$ cat src/rtl/xge_wb_arbiter.sv
// Round-robin arbiter sharing the MAC Wishbone slave port between NUM_REQ control-plane
// requesters; one single-beat transaction at a time with optional stall timeout.
module xge_wb_arbiter #(
    parameter int unsigned NUM_REQ        = 2,
    parameter int unsigned TIMEOUT_CYCLES = 16
) (
    input  logic                   wb_clk_i,
    input  logic                   wb_rst_i,
    input  logic [NUM_REQ-1:0]     req_valid,
    input  logic [NUM_REQ-1:0]     req_we,
    input  logic [8*NUM_REQ-1:0]   req_adr,
    input  logic [32*NUM_REQ-1:0]  req_dat,
    output logic [NUM_REQ-1:0]     req_ready,
    output logic [NUM_REQ-1:0]     rsp_valid,
    output logic [31:0]            rsp_dat,
    output logic                   rsp_err,
    output logic [7:0]             wb_adr_o,
    output logic [31:0]            wb_dat_o,
    output logic                   wb_we_o,
    output logic                   wb_cyc_o,
    output logic                   wb_stb_o,
    input  logic [31:0]            wb_dat_i,
    input  logic                   wb_ack_i,
    output logic [15:0]            timeout_cnt
);

    localparam int unsigned ADR_W = 8;
    localparam int unsigned DAT_W = 32;
    localparam int unsigned TOC_W = 16;
    localparam int unsigned PTR_W = (NUM_REQ > 1) ? $clog2(NUM_REQ) : 1;
    localparam int unsigned CNT_W = (TIMEOUT_CYCLES > 1) ? $clog2(TIMEOUT_CYCLES) : 1;
    localparam bit               TIMEOUT_EN = (TIMEOUT_CYCLES != 0);
    localparam logic [CNT_W-1:0] CNT_LAST   = CNT_W'(TIMEOUT_CYCLES - 1);
    localparam logic [TOC_W-1:0] TOC_MAX    = '1;

    typedef enum logic [1:0] {
        IDLE = 2'd0,
        BUS  = 2'd1,
        RESP = 2'd2
    } state_t;

    state_t             state_q, state_d;
    logic [PTR_W-1:0]   rr_ptr_q, rr_ptr_d;
    logic [PTR_W-1:0]   owner_q, owner_d;
    logic [CNT_W-1:0]   cnt_q, cnt_d;
    logic [ADR_W-1:0]   wb_adr_d;
    logic [DAT_W-1:0]   wb_dat_d;
    logic               wb_we_d, wb_cyc_d, wb_stb_d;
    logic [NUM_REQ-1:0] rsp_valid_d;
    logic [DAT_W-1:0]   rsp_dat_d;
    logic               rsp_err_d;
    logic [TOC_W-1:0]   timeout_cnt_d;

    logic [PTR_W-1:0]   winner;
    logic [PTR_W-1:0]   idx;
    logic               any_req;

    // First pending requester at or above rr_ptr, wrapping at NUM_REQ.
    always_comb begin
        winner  = rr_ptr_q;
        any_req = 1'b0;
        idx     = '0;
        for (int unsigned i = 0; i < NUM_REQ; i++) begin
            idx = PTR_W'((32'(rr_ptr_q) + i) % NUM_REQ);
            if (!any_req && req_valid[idx]) begin
                any_req = 1'b1;
                winner  = idx;
            end
        end
    end

    always_comb begin
        state_d       = state_q;
        rr_ptr_d      = rr_ptr_q;
        owner_d       = owner_q;
        cnt_d         = cnt_q;
        wb_adr_d      = wb_adr_o;
        wb_dat_d      = wb_dat_o;
        wb_we_d       = wb_we_o;
        wb_cyc_d      = wb_cyc_o;
        wb_stb_d      = wb_stb_o;
        rsp_valid_d   = '0;
        rsp_dat_d     = rsp_dat;
        rsp_err_d     = rsp_err;
        timeout_cnt_d = timeout_cnt;
        req_ready     = '0;

        case (state_q)
            IDLE: begin
                if (any_req && !wb_rst_i) begin
                    req_ready = NUM_REQ'(1) << winner;
                    state_d   = BUS;
                    owner_d   = winner;
                    rr_ptr_d  = (32'(winner) + 1 == NUM_REQ) ? '0 : winner + PTR_W'(1);
                    cnt_d     = '0;
                    wb_cyc_d  = 1'b1;
                    wb_stb_d  = 1'b1;
                    wb_we_d   = req_we[winner];
                    wb_adr_d  = req_adr[32'(winner)*ADR_W +: ADR_W];
                    wb_dat_d  = req_we[winner] ? req_dat[32'(winner)*DAT_W +: DAT_W] : '0;
                end
            end
            BUS: begin
                cnt_d = cnt_q + CNT_W'(1);
                // Ack takes priority over a simultaneous timeout.
                if (wb_ack_i || (TIMEOUT_EN && cnt_q == CNT_LAST)) begin
                    state_d     = RESP;
                    wb_cyc_d    = 1'b0;
                    wb_stb_d    = 1'b0;
                    wb_we_d     = 1'b0;
                    wb_adr_d    = '0;
                    wb_dat_d    = '0;
                    rsp_valid_d = NUM_REQ'(1) << owner_q;
                    if (wb_ack_i) begin
                        rsp_dat_d = wb_we_o ? '0 : wb_dat_i;
                        rsp_err_d = 1'b0;
                    end else begin
                        rsp_dat_d = '0;
                        rsp_err_d = 1'b1;
                        if (timeout_cnt != TOC_MAX) begin
                            timeout_cnt_d = timeout_cnt + TOC_W'(1);
                        end
                    end
                end
            end
            RESP: begin
                state_d = IDLE;
            end
            default: begin
                state_d = IDLE;
            end
        endcase
    end

    always_ff @(posedge wb_clk_i) begin
        if (wb_rst_i) begin
            state_q     <= IDLE;
            rr_ptr_q    <= '0;
            owner_q     <= '0;
            cnt_q       <= '0;
            wb_adr_o    <= '0;
            wb_dat_o    <= '0;
            wb_we_o     <= 1'b0;
            wb_cyc_o    <= 1'b0;
            wb_stb_o    <= 1'b0;
            rsp_valid   <= '0;
            rsp_dat     <= '0;
            rsp_err     <= 1'b0;
            timeout_cnt <= '0;
        end else begin
            state_q     <= state_d;
            rr_ptr_q    <= rr_ptr_d;
            owner_q     <= owner_d;
            cnt_q       <= cnt_d;
            wb_adr_o    <= wb_adr_d;
            wb_dat_o    <= wb_dat_d;
            wb_we_o     <= wb_we_d;
            wb_cyc_o    <= wb_cyc_d;
            wb_stb_o    <= wb_stb_d;
            rsp_valid   <= rsp_valid_d;
            rsp_dat     <= rsp_dat_d;
            rsp_err     <= rsp_err_d;
            timeout_cnt <= timeout_cnt_d;
        end
    end

endmodule

$ cat config.mk
export PLATFORM = sky130hd
export DESIGN_NAME = xge_wb_arbiter
export DESIGN_NICKNAME = d
export VERILOG_FILES = /design/src/rtl/xge_wb_arbiter.sv
export SDC_FILE = /design/constraint.sdc
export NUM_CORES = 1
export LEC_CHECK = 0
export CORE_AREA = 2 2 129 81
export CTS_CLUSTER_SIZE = 30
export DETAILED_ROUTE_END_ITERATION = 8
export DIE_AREA = 0 0 131 83
export GPL_TIMING_DRIVEN = 0
export PLACE_DENSITY = 0.85
export REMOVE_ABC_BUFFERS = 1
export SKIP_LAST_GASP = 1
export SLEW_MARGIN = 20
export SYNTH_ARGS = -nofsm -noshare
export SYNTH_HDL_FRONTEND = slang
export SYNTH_SLANG_ARGS = --single-unit
$ cat constraint.sdc
create_clock -name wb_clk_i -period 4.9 [get_ports wb_clk_i]
set_input_delay 0.98 -clock wb_clk_i [delete_from_list [all_inputs] [get_ports wb_clk_i]]
set_output_delay 0.98 -clock wb_clk_i [all_outputs]
set_load 0.005 [all_outputs]
After elaboration in Yosys (flattened, before gate mapping)
Cells that the tools add are included.

Input bits: 119. Output and inout port bits: 96. Register bits after elaboration: 101. Logic and storage cells: 79.

Reductions and logical operators: 14. Equality and inequality tests: 6. Mux-type cells: 32. $lt $le $gt $ge: 3. Bitwise logic cells: 3. Shift operators: 4. $add $sub $neg: 5.

Operator list (count): $mux 32 (5); $pmux 32 s2 (1); $shiftx 64x7->32 (1); $add 16x1->16 const B (1); $mux 8 (2); $ne 16x16->1 const B (1); $pmux 8 s2 (1); $shiftx 16x5->8 (1); $mux 1 (14); $mux 2 (4); $pmux 4 s2 (1); $reduce_and 2->1 (4); $lt 1x2->1 const B (3); $add 4x1->4 const B (1); $eq 4x4->1 const B (1); $mux 4 (1); $ne 2x2->1 const B (2); $pmux 1 s2 (2); $pmux 2 s2 (1); $reduce_and 4->1 (1); $shl 1x1->2 const A (2); $not 1->1 (3); $reduce_and 3->1 (1); $reduce_or 3->1 (1); other kinds (9) (12).

Longest topological paths before layout
Gate-level depths: netlist of run 1.

Word-level depth: 11. Depth in mapped cells: 8. Mapped depth without buffers: 6.

Worst setup path before layout of run 1
OpenSTA, ideal clock, no wires.

Path type: in2out. From: input port req_valid[0]. To: output port req_ready[1]. Data required time: 3920 ps. Data arrival time: 1677 ps. Setup slack: 2243 ps. Stages on the path: 4. Path buffers: 1. Path through: inv_1 > maj3_2 > buf_4 > and2_1.

Longest elaborated chain between the ends: 9. Elaborated cells on any way between the ends: 13. Those cells by class: shift (1); mux (9); reduce/logical (3).

RTL lines: from (decl) (line 9) `input logic [NUM_REQ-1:0] req_valid,`; $mux 1 (implied by the code) (2 in series) (line 65) `if (!any_req && req_valid[idx]) begin`; $mux 1 (line 65); $logic_not 1->1 (line 65); $logic_and 1x1->1 (line 65); $mux 1 (line 65); $shl 1x1->2 or $logic_and 1x1->1 (tied branches) (line 91, 90); $mux 2 * (line 90) `if (any_req && !wb_rst_i) begin`; $mux 2 * (line 88) `case (state_q)`; to (decl) (line 13) `output logic [NUM_REQ-1:0] req_ready,`.

Mark *: on every way between the ends. The rest lies on a longest branch, timed or not. The select of a mux whose other input is x is not followed.

Worst setup path after layout of run 1
From: input port wb_rst_i. To: output port req_ready[1].

Longest elaborated chain between the ends: 4.

RTL lines: from (decl) (line 8) `input logic wb_rst_i,`; $logic_not 1->1 (line 90); $logic_and 1x1->1 (line 90); $mux 2 (line 90); $mux 2 (line 88).

Every way passes these cells.

==> summary.txt, run 1 <==
Place
  • Post-Place Cells: between 700 and 800
  • RePlAce Congestion: roughly 0.77
  • Placed Instance Area: roughly 0.0062 mm²
  • Port-buffer cells: 214
  • Hpwl dp: ~8600 µm

Timing
  • RSZ-0062 raised after global routing: no
  • Max Slew Vio Count: 0
  • Worst slew pin tran: between 0.7 and 0.8 ns
  • Final period util: 83.0%
  • Setup Viol. Count Final: 0
  • Hold Worst Slack: 0.452 ns
  • Crit path time final: between 4 and 5 ns
  • Clock tree skew after final layout: about 0.0072 ns
  • Worst slew margin: approximately half
  • Fmax achieved: around 250 MHz
  • Final hold vios: 0

Synthesis
  • Syn Area/Cell: 10.1 µm²
  • Count of cell types in the netlist: 45
  • Synth cell count leaders: dfxtp_1, nand2_1, mux2i_1
  • Post-synth top flop: dfxtp_1
  • Asr flop ratio synth: 0%
  • Ys Warns: 0
  • Cell taking the most area after synthesis: dfxtp_1
  • Top-count cell post-synth: dfxtp_1
  • Synth top area share: 50.6%
  • Number of synthesized flops with an enable pin: 0
  • Syn Inst Count: approximately 400
  • Sequential cell area fraction in the yosys report: 50.6%
  • Area contributors post-synth: dfxtp_1, mux2i_1, a22o_1
  • Register bit total from synthesis: between 100 and 150
  • Synth Cell Area: ~0.0040 mm²

Global route
  • Largest net degree at the start of global routing: 43
  • Number of global-route vias before repair: between 3000 and 4000
  • Initial antenna violation count: 0
  • GR Util All Layers: 20.8%
  • Global route overflow: 0
  • Global-route wire length before repair: 17900 µm

Layout
  • Finished Cell Area: around 0.0065 mm²
  • Share of layout cells above drive strength 1: between 7 and 8%
  • Area occupied by multi-input gates: 0.00187 mm²
  • Final Non-Filler Cells: around 740
  • Synth-to-layout area growth: 63.6%
  • # nets final: around 720
  • Fillers: 744
  • Antenna diodes: 0
  • FF+latch area: ~0.0020 mm²
  • Final Util: between 60% and 70%

Run
  • Max Cap Violations: 0

Power and ir drop
  • Worst VDD drop: between 0.0002 and 0.00025 V
  • Register share of total power: 46.4%
  • Power density over the cells: just under 300 mW/mm²
  • Clk pwr share: a little over a third
  • Switching share of power: about a quarter
  • Internal power: roughly 1.5 mW
  • Tot Pwr: between 1.5 and 2 mW
  • Lkg Pwr: ~2.4 nW
  • Combinational power share: around 19%
  • Switch Pwr: roughly 0.45 mW

Drt
  • WL final: approximately 11000 µm
  • Total number of vias: about 3700
  • Initial drt markers: about 170
  • DR WL/cell: around 15 µm
  • Drc violations: 0
  • Routed Antenna Nets: 0
  • Detail-routed via count per cell: slightly below 5
  • DRT Pass-1 Iters: 5

Setup path
  • Crit start category: input pin
  • Reg-to-reg setup timing slack: between 2 and 3 ns
  • Worst Setup Path Type: in -> out
  • Arr. time, crit path: around 3 ns
  • CP Capture Type: output pin
  • Crit-path max FO: 40
  • Crit path required time: between 3 and 4 ns

CTS
  • Cts hold-fix bufs: 0
  • Clock Pin Slew Worst Setup and Hold Paths: approximately 0.07 ns
  • Clock Tree Root: clkbuf_16
  • Clock sink count: approximately 100
  • Clk_lat worst skew: about 0.33 ns
  • CTS Buf Count: 9
  • H-Tree Depth: 3
  • Post-CTS Setup Bufs: 0
  • Clock tree buffer depth: 2
  • Post-CTS sizing: 0
  • TritonCTS clock tree: yes

Floorplan
  • DIE WIDTH: between 100 and 150 µm
  • Die Ht: a little over 80 µm
  • Boundary Pins: around 220
  • Initial core utilization: a little over 40%
  • Std cell rows: 28
  • Core ar.: between 0.009 and 0.01 mm²
  • Die Area: around 0.011 mm²

Run status
  • Status: finished clean

Min path
  • HP Class: reg -> reg
-- stage by stage --
step / worst slack (ns) / setup TNS, ns
floorplan: 1.84 / 0
detailed placement: 0.544 / 0
global placement: -0.162 / -0.583
CTS: 0.549 / 0
finish: 0.833 / 0
global route: 0.667 / 0
-- final cells by class --
cell class                      count  area share, %
Clock buffer                       10           3.50
Tap cell                          135           2.58
Sequential cell                   101           30.9
Inverter                            2          0.115
Timing Repair Buffer              217           33.5
Clock inverter                      5          0.804
Multi-Input combinational cell    267           28.6
-- cell usage in the layout (no fill, tap or decap), types with 2 or more instances in the layout --
cell	n
xnor2_1	13
a22o_1	32
dfxtp_1	101
and3_1	4
ha_1	2
mux2_2	9
o21a_1	2
inv_1	2
nor3_1	6
nand4_1	3
xor2_1	2
nor2_1	29
buf_6	2
o21ai_1	8
nor4_1	2
mux2i_1	33
a21oi_1	8
nand3_1	7
o21ai_0	26
clkdlybuf4s50_1	213
a2111oi_2	2
a22oi_1	8
and2_1	2
nand2_1	44
clkbuf_16	9
clkinv_2	3
a211oi_1	5
-- sequential cells by signal, summed over array words and instances (netlist names), 2 cells and up --
name / count
wb_dat_o: 32
rsp_dat: 32
cnt_q: 4
state_q: 2
timeout_cnt: 16
wb_adr_o: 8
rsp_valid: 2
-- path summary, 6_finish.rpt --
check,start,endpoint,depth (start not counted)
setup / recovery,wb_rst_i,req_ready[1],5
hold / removal,wb_dat_o[2],wb_dat_o[2],2
setup reg to reg,rr_ptr_q,wb_dat_o[25],4
hold reg to reg,wb_dat_o[2],wb_dat_o[2],2
-- worst max-delay path, cell delays in order --
cell	delay, ns
buf_2	0.35
nor3_1	0.36
o21a_1	0.60
and2_1	0.24
clkdlybuf4s50_1	0.54
-- power groups by stage --
stage               sequential [mW]  clock [mW]  combinational, mW
floorplan                     0.916           0              0.121
global placement              0.912           0              0.341
global route                  0.902       0.736              0.385
detailed placement            0.915           0              0.360
CTS                           0.897       0.701              0.361
finish                        0.897       0.680              0.357
-- kinds of logic after synthesis --
family / Yosys count / share of synthesized area [%]
flip-flops: 101 / 50.6
XOR/XNOR: 15 / 3.29
multiplexers: 42 / 10.8
AND/OR/NAND/NOR: 113 / 14.4
adder cells (fa/ha/maj): 3 / 0.908
AO/OA/AOI/OAI: 94 / 16.5
buffers and inverters: 27 / 3.45
-- per-layer routing --
| metal | track usage (%) | routed length [µm] | up-vias |
|---|---|---|---|
| met3 | 6.12 | 704 | 18 |
| met5 | 0 | 0 | - |
| met2 | 35.0 | 5520 | 132 |
| li1 | - | - | 1821 |
| met4 | 7.25 | 238 | 0 |
| met1 | 25.1 | 4750 | 1687 |
No activity file was read; power rests on OpenSTA's default activity.
==> run 2, diff against run 1 <==
--- a/config.mk
+++ b/config.mk
@@ -5,12 +5,12 @@
 export SDC_FILE = /design/constraint.sdc
 export NUM_CORES = 1
 export LEC_CHECK = 0
-export CORE_AREA = 2 2 129 81
+export CORE_AREA = 2 2 141 88
 export CTS_CLUSTER_SIZE = 30
 export DETAILED_ROUTE_END_ITERATION = 8
-export DIE_AREA = 0 0 131 83
+export DIE_AREA = 0 0 143 90
 export GPL_TIMING_DRIVEN = 0
-export PLACE_DENSITY = 0.85
+export PLACE_DENSITY = 0.76
 export REMOVE_ABC_BUFFERS = 1
 export SKIP_LAST_GASP = 1
 export SLEW_MARGIN = 20
==> constraint.sdc (replaced) <==
create_clock -name wb_clk_i -period 3.67 [get_ports wb_clk_i]
set_input_delay 0.734 -clock wb_clk_i [delete_from_list [all_inputs] [get_ports wb_clk_i]]
set_output_delay 0.734 -clock wb_clk_i [all_outputs]
set_load 0.005 [all_outputs]
==> run 2 against run 1 <==
Net effect:
- worst hold slack worse by 0.0034 ns
- critical path depth down 1
- register-to-register slack worse by 1.3 ns
- sequential power up 34%
- clock power up 44%
- setup slack worse by 0.65 ns
- utilization down 11 points
- count of clock-buffer cells in the layout up 1
- via count down 0.36%
- clock skew up 0.00066 ns
- die area up 18%
==> summary.txt, run 2 (synthesized netlist as in run 1, its figures left out) <==
Min path
  • HP Class: reg -> reg
  • Hold_sp: wb_dat_o[17]
  • Hold path depth: 2 (unchanged)

Power and ir drop
  • Combinational power share: 18.0% (-0.5 points)
  • Lkg Pwr: 2.43 nW (+0.76%)
  • Worst VDD drop: 0.000232 V (+9.5%)
  • Register share of total power: 45.1% (-1.3 points)
  • Switching share of power: 24.0% (+0.75 points)
  • Internal power: 2.02 mW (+36%)
  • Clk pwr share: 36.9% (+1.7 points)
  • Power density over the cells: 401 mW/mm² (+36%)
  • Switch Pwr: 0.637 mW (+42%)
  • Tot Pwr: 2.65 mW (+37%)

Global route
  • Initial antenna violation count: 0 (unchanged)
  • Global-route wire length before repair: 18300 µm (+2.1%)
  • Global route overflow: 0 (unchanged)
  • Largest net degree at the start of global routing: 43 (unchanged)
  • GR Util All Layers: 17.7% (-3.0 points)
  • Number of global-route vias before repair: 3647 (-0.027%)

Floorplan
  • Die Area: 0.0129 mm² (+18%)
  • Die Ht: 90 µm (+8.4%)
  • DIE WIDTH: 143 µm (+9.2%)
  • Initial core utilization: 34.2% (-7.2 points)
  • Std cell rows: 31 (+11%)
  • Core ar.: 0.0117 mm² (+21%)
  • Boundary Pins: 215 (unchanged)

Timing
  • Hold Worst Slack: 0.448 ns (-0.00340 ns)
  • Crit path time final: about 3.5 ns
  • RSZ-0062 raised after global routing: no
  • Fmax achieved: roughly 290 MHz
  • Max Slew Vio Count: 0 (unchanged)
  • Clock tree skew after final layout: 0.00784 ns (+0.000656 ns)
  • Worst slew pin tran: 0.751 ns (-0.0286 ns)
  • Final period util: a little over nine tenths
  • Worst slew margin: 49.8% (+1.8 points)
  • Final hold vios: 0 (unchanged)
  • Setup Viol. Count Final: 0 (unchanged)

Layout
  • # nets final: 720 (+0.14%)
  • Synth-to-layout area growth: 65.4%
  • Final Non-Filler Cells: 769 (+4.3%)
  • Most common cell after layout, fill and taps aside: clkdlybuf4s50_1
  • Largest registers: rsp_dat (32), wb_dat_o (32), timeout_cnt (16)
  • Finished Cell Area: 0.00661 mm² (+1.1%)
  • Share of layout cells above drive strength 1: 7.62% (+0.47 points)
  • Antenna diodes: 0 (unchanged)
  • Most frequent cells in the layout: clkdlybuf4s50_1, dfxtp_1, nand2_1, mux2i_1, a22o_1
  • Final Util: 56.6% (-11 points)
  • Fillers: 974 (+31%)

CTS
  • H-Tree Depth: 3 (unchanged)
  • TritonCTS clock tree: yes
  • Clk_lat worst skew: 0.34 ns (about the same)
  • Clock Pin Slew Worst Setup and Hold Paths: 0.07 ns (about the same)
  • Cts hold-fix bufs: 0 (unchanged)
  • Clock tree buffer depth: 2 (unchanged)
  • Post-CTS Setup Bufs: 0 (unchanged)
  • Clock sink count: 101 (unchanged)
  • Clock Tree Root: clkbuf_16
  • CTS Buf Count: 9 (unchanged)

Drt
  • WL final: 11400 µm (+1.3%)
  • Detail-routed via count per cell: 4.74 (-4.5%)
  • Total number of vias: 3645 (-0.36%)
  • Initial drt markers: 130 (-23%)
  • Drc violations: 0 (unchanged)
  • DR WL/cell: 14.8 µm (-2.9%)
  • Routed Antenna Nets: 0 (unchanged)
  • DRT Pass-1 Iters: 4 (-1)

Place
  • Placed Instance Area: 0.00629 mm² (+0.72%)
  • Hpwl dp: 8440 µm (-1.9%)
  • RePlAce Congestion: 0.768 (-0.72%)
  • Port-buffer cells: 214 (unchanged)
  • Post-Place Cells: 753 (+4.3%)

Setup path
  • Crit-path max FO: 42 (+5.0%)
  • Most used cell, CP: clkdlybuf4s50_1
  • Crit. Startpoint: req_valid[1]
  • CP Capture Type: output pin
  • Worst R2R Start: rr_ptr_q
  • Crit-path max cell delay: 0.67 ns (+0.07 ns)
  • Crit path required time: 2.94 ns (-0.98 ns)
  • Slowest CP cell: maj3_4
  • Crit start category: input pin
  • Arr. time, crit path: 2.76 ns (-0.33 ns)
  • Worst Setup Path Type: in -> out
  • CP cell instances: clkdlybuf4s50_1 > maj3_4 > and2_1 > clkdlybuf4s50_1
  • Cells on worst reg2reg path: 4 (unchanged)
  • Crit-path leading delay family: buffers and inverters
  • Levels on crit path: 4 (-1)
  • CP Buf/Inv Count: 2 (unchanged)

Run
  • Max Cap Violations: 0 (unchanged)

Run status
  • Status: finished clean
## run 2: power groups by stage
| stage | Clock (mW) | Sequential [mW] | Combinational, mW |
|---|---|---|---|
| after detailed placement | 0 | 1.22 | 0.480 |
| after global placement | 0 | 1.22 | 0.460 |
| final | 0.979 | 1.20 | 0.476 |
| after floorplan | 0 | 1.22 | 0.162 |
| after CTS | 1.01 | 1.20 | 0.481 |
| after global routing | 1.06 | 1.21 | 0.514 |
## run 2: worst paths after layout
path                            slack [ns]            to
worst min register to register        0.45  wb_dat_o[17]
worst min-delay path                  0.45  wb_dat_o[17]
worst max register to register        1.41  wb_dat_o[14]
worst max-delay path                  0.18  req_ready[1]
## run 2: area by class of cell
class	count	area, µm²	area share [%]
clock inverters	5	65.1	0.985
repair buffers	218	2190	33.2
inverters	2	7.51	0.114
multi-input cells	267	1870	28.3
well taps	165	206	3.12
flip-flops and latches	101	2020	30.6
clock buffers	11	243	3.67
## run 2: through the flow
stage / TNS, ns / setup WS [ns]
finish: 0 / 0.180
global route: 0 / 0.0601
CTS: 0 / 0.0589
detailed placement: -0.207 / -0.207
global placement: -69.41 / -1.05
floorplan: 0 / 1.10
## run 2: worst reg2reg max path: stages (launching register included)
cell and delay, ns:
dfxtp_1 0.37, maj3_4 0.65, mux2_2 0.45, nand2_2 0.44, o21ai_0 0.22
## run 2: layer usage
metal / GRT usage (%) / vias to the layer above / routed length [µm]
met2: 28.5 / 116 / 5330
met5: 0 / - / 0
met1: 22.7 / 1699 / 5050
met4: 4.87 / 0 / 152
met3: 6.07 / 12 / 823
li1: - / 1818 / -
## run 2: what timing repair did
action                                  in CTS  in global routing
cloned                                       0                  0
resized for setup                            1                  1
endpoints found under the setup margin       1                  1
==> run 3, diff against run 2 <==
--- a/config.mk
+++ b/config.mk
@@ -5,12 +5,14 @@
 export SDC_FILE = /design/constraint.sdc
 export NUM_CORES = 1
 export LEC_CHECK = 0
-export CORE_AREA = 2 2 141 88
+export CORE_AREA = 2 2 123 77
 export CTS_CLUSTER_SIZE = 30
 export DETAILED_ROUTE_END_ITERATION = 8
-export DIE_AREA = 0 0 143 90
+export DIE_AREA = 0 0 125 79
+export DONT_BUFFER_PORTS = 1
 export GPL_TIMING_DRIVEN = 0
-export PLACE_DENSITY = 0.76
+export HOLD_SLACK_MARGIN = 0.05
+export PLACE_DENSITY = 0.64
 export REMOVE_ABC_BUFFERS = 1
 export SKIP_LAST_GASP = 1
 export SLEW_MARGIN = 20
==> run 3 against run 2 <==
Net effect:
- fmax rose by 33%
- flip-flop and latch count did not move
- utilization fell by 6.9 points
- critical endpoint unchanged
- sequential power barely moved
- cell count fell by 34%
- register-to-register slack barely moved
- wire length fell by 21%
- sequential share of layout area rose by 15 points
- final area fell by 33%
- count of clock-buffer cells in the layout did not move
- power fell by 9.1%
==> summary.txt, run 3 (synthesized netlist as in run 1, its figures left out) <==
Layout
  • Antenna diodes: 0 (unchanged)
  • Share of layout cells above drive strength 1: 10.8% (+3.2 points)
  • Most frequent cells in the layout: dfxtp_1, nand2_1, mux2i_1, a22o_1, nor2_1
  • Largest registers: rsp_dat (32), wb_dat_o (32), timeout_cnt (16)
  • Most common cell after layout, fill and taps aside: dfxtp_1
  • # nets final: 505 (-30%)
  • Fillers: 829 (-15%)
  • Final Util: 49.6% (-6.9 points)
  • Finished Cell Area: 0.00439 mm² (-33%)
  • Synth-to-layout area growth: 10.0%

Power and ir drop
  • Internal power: 1.85 mW (-8.0%)
  • Register share of total power: 50.4% (+5.3 points)
  • Switching share of power: 23.1% (-0.95 points)
  • Worst VDD drop: 0.000297 V (+28%)
  • Power density over the cells: 549 mW/mm² (+37%)
  • Lkg Pwr: 1.62 nW (-33%)
  • Tot Pwr: 2.41 mW (-9.1%)
  • Clk pwr share: 41.1% (+4.2 points)
  • Switch Pwr: 0.556 mW (-13%)
  • Combinational power share: 8.5% (-9.5 points)

Setup path
  • Crit path required time: 2.94 ns (about the same)
  • Crit-path leading delay family: compound AO/OA/AOI/OAI gates
  • Crit-path max cell delay: 0.64 ns (-0.03 ns)
  • Worst Setup Path Type: reg -> out
  • Worst R2R Start: state_q[1]
  • Worst setup endpoint: req_ready[1]
  • Reg-to-reg setup timing slack: 1.41 ns (about the same)
  • Crit. Startpoint: state_q[1]
  • Reg-to-reg endpoint: wb_dat_o[1]
  • CP Capture Type: output pin
  • Crit-path max FO: 16 (-62%)
  • Levels on crit path: 3 (-1)
  • CP cell instances: nor3_1 > o21a_1 > and2_1
  • Slowest CP cell: o21a_1
  • Cells on worst reg2reg path: 4 (unchanged)
  • Arr. time, crit path: 1.90 ns (-0.86 ns)
  • Crit start category: flip-flop
  • CP Buf/Inv Count: 0 (-2)

Timing
  • Setup total negative slack: 0 ns (unchanged)
  • Final hold vios: 0 (unchanged)
  • Worst slew pin tran: 0.712 ns (-0.0392 ns)
  • Fmax achieved: 380 MHz (+33%)
  • Crit path time final: 2.63 ns (-0.856 ns)
  • RSZ-0062 raised after global routing: no
  • Final period util: 71.8% (-23 points)
  • Max Slew Vio Count: 0 (unchanged)
  • Clock tree skew after final layout: 0.00482 ns (-0.00302 ns)
  • Hold Worst Slack: 0.458 ns (+0.00974 ns)
  • Worst slew margin: 52.2% (+2.4 points)
  • Setup Viol. Count Final: 0 (unchanged)

CTS
  • H-Tree Depth: 3 (unchanged)
  • Clock Pin Slew Worst Setup and Hold Paths: 0.07 ns (about the same)
  • Clock sink count: 101 (unchanged)
  • Post-CTS Setup Bufs: 0 (unchanged)
  • Cts hold-fix bufs: 0 (unchanged)
  • TritonCTS clock tree: yes
  • Clk_lat worst skew: 0.33 ns (about the same)
  • Clock tree buffer depth: 2 (unchanged)
  • Clock Tree Root: clkbuf_16
  • CTS Buf Count: 9 (unchanged)
  • Post-CTS sizing: 0 (-1)

Global route
  • Largest net degree at the start of global routing: 43 (unchanged)
  • Global-route wire length before repair: 13600 µm (-25%)
  • GR Util All Layers: 17.8% (about the same)
  • Initial antenna violation count: 0 (unchanged)
  • Global route overflow: 0 (unchanged)
  • Number of global-route vias before repair: 2588 (-29%)

Place
  • Hpwl dp: 6590 µm (-22%)
  • Placed Instance Area: 0.00407 mm² (-35%)
  • Port-buffer cells: 0 (-100%)
  • RePlAce Congestion: 0.795 (+3.6%)

Drt
  • Detail-routed via count per cell: 5.56 (+17%)
  • WL final: 9000 µm (-21%)
  • Routed Antenna Nets: 0 (unchanged)
  • Initial drt markers: 164 (+26%)
  • Total number of vias: 2809 (-23%)
  • DR WL/cell: 17.8 µm (+21%)
  • DRT Pass-1 Iters: 4 (unchanged)
  • Drc violations: 0 (unchanged)

Run status
  • Status: finished clean

Floorplan
  • Die Area: 0.00988 mm² (-23%)
  • DIE WIDTH: 125 µm (-13%)
  • Die Ht: 79 µm (-12%)
  • Core ar.: 0.00885 mm² (-24%)
  • Initial core utilization: 45.1% (+11 points)
  • Boundary Pins: 215 (unchanged)
  • Std cell rows: 27 (-13%)

Min path
  • HP Class: reg -> reg

Run
  • Max Cap Violations: 0 (unchanged)
[run 3: cell types whose count changed in the layout (fill, tap and decap cells not counted), sizes merged]
cell,delta
clkinvlp,+1
clkinv,+1
buf,-2
inv,-3
clkdlybuf4s50,-213
bufinv,+1
[run 3: power groups by stage]
| stage | logic (mW) | clock network (mW) | registers, mW |
|---|---|---|---|
| after floorplan | 0.162 | 0 | 1.22 |
| after CTS | 0.209 | 1.03 | 1.22 |
| final | 0.204 | 0.991 | 1.22 |
| after global routing | 0.229 | 1.07 | 1.22 |
| after global placement | 0.193 | 0 | 1.24 |
| after detailed placement | 0.209 | 0 | 1.24 |
[run 3: per-layer routing]
layer	GRT usage (%)	wire (µm)	share of wire, %	vias to the layer above
li1	-	-	-	1389
met1	21.0	3820	42	1304
met2	29.2	4340	48	110
met3	7.95	751	8.3	6
met4	5.67	92	1.0	0
met5	0	0	0	-
[run 3: worst min-delay path by stage]
stage,depth (start not counted),slack [ns],end,start
floorplan,1,0.41,rsp_valid[0],owner_q
global placement,2,0.46,wb_dat_o[4],wb_dat_o[4]
detailed placement,2,0.46,wb_dat_o[13],wb_dat_o[13]
CTS,1,0.45,timeout_cnt[7],wb_rst_i
global route,1,0.44,wb_adr_o[2],wb_rst_i
finish,1,0.46,rsp_valid[0],owner_q
[run 3: layout make-up]
class	count	area [µm²]	share of cell area, %
Inverter	2	7.51	0.171
Sequential cell	101	2020	46.0
Clock inverter	5	85.1	1.94
Tap cell	116	145	3.30
Multi-Input combinational cell	267	1870	42.5
Timing Repair Buffer	3	33.8	0.769
Clock buffer	11	233	5.30
[run 3: stage by stage]
step | setup slack (ns) | std cells
after floorplan | 1.10 | 370
after global placement | 0.499 | 486
after detailed placement | 0.658 | 489
after CTS | 0.865 | 505
after global routing | 0.844 | 505
final | 1.04 | 505
[run 3: worst reg2reg max path, stage by stage, from the launching register on]
cell and delay (ns):
dfxtp_1 0.35, nor3_1 0.30, o21a_1 0.64, nand2_2 0.53, o21ai_0 0.36
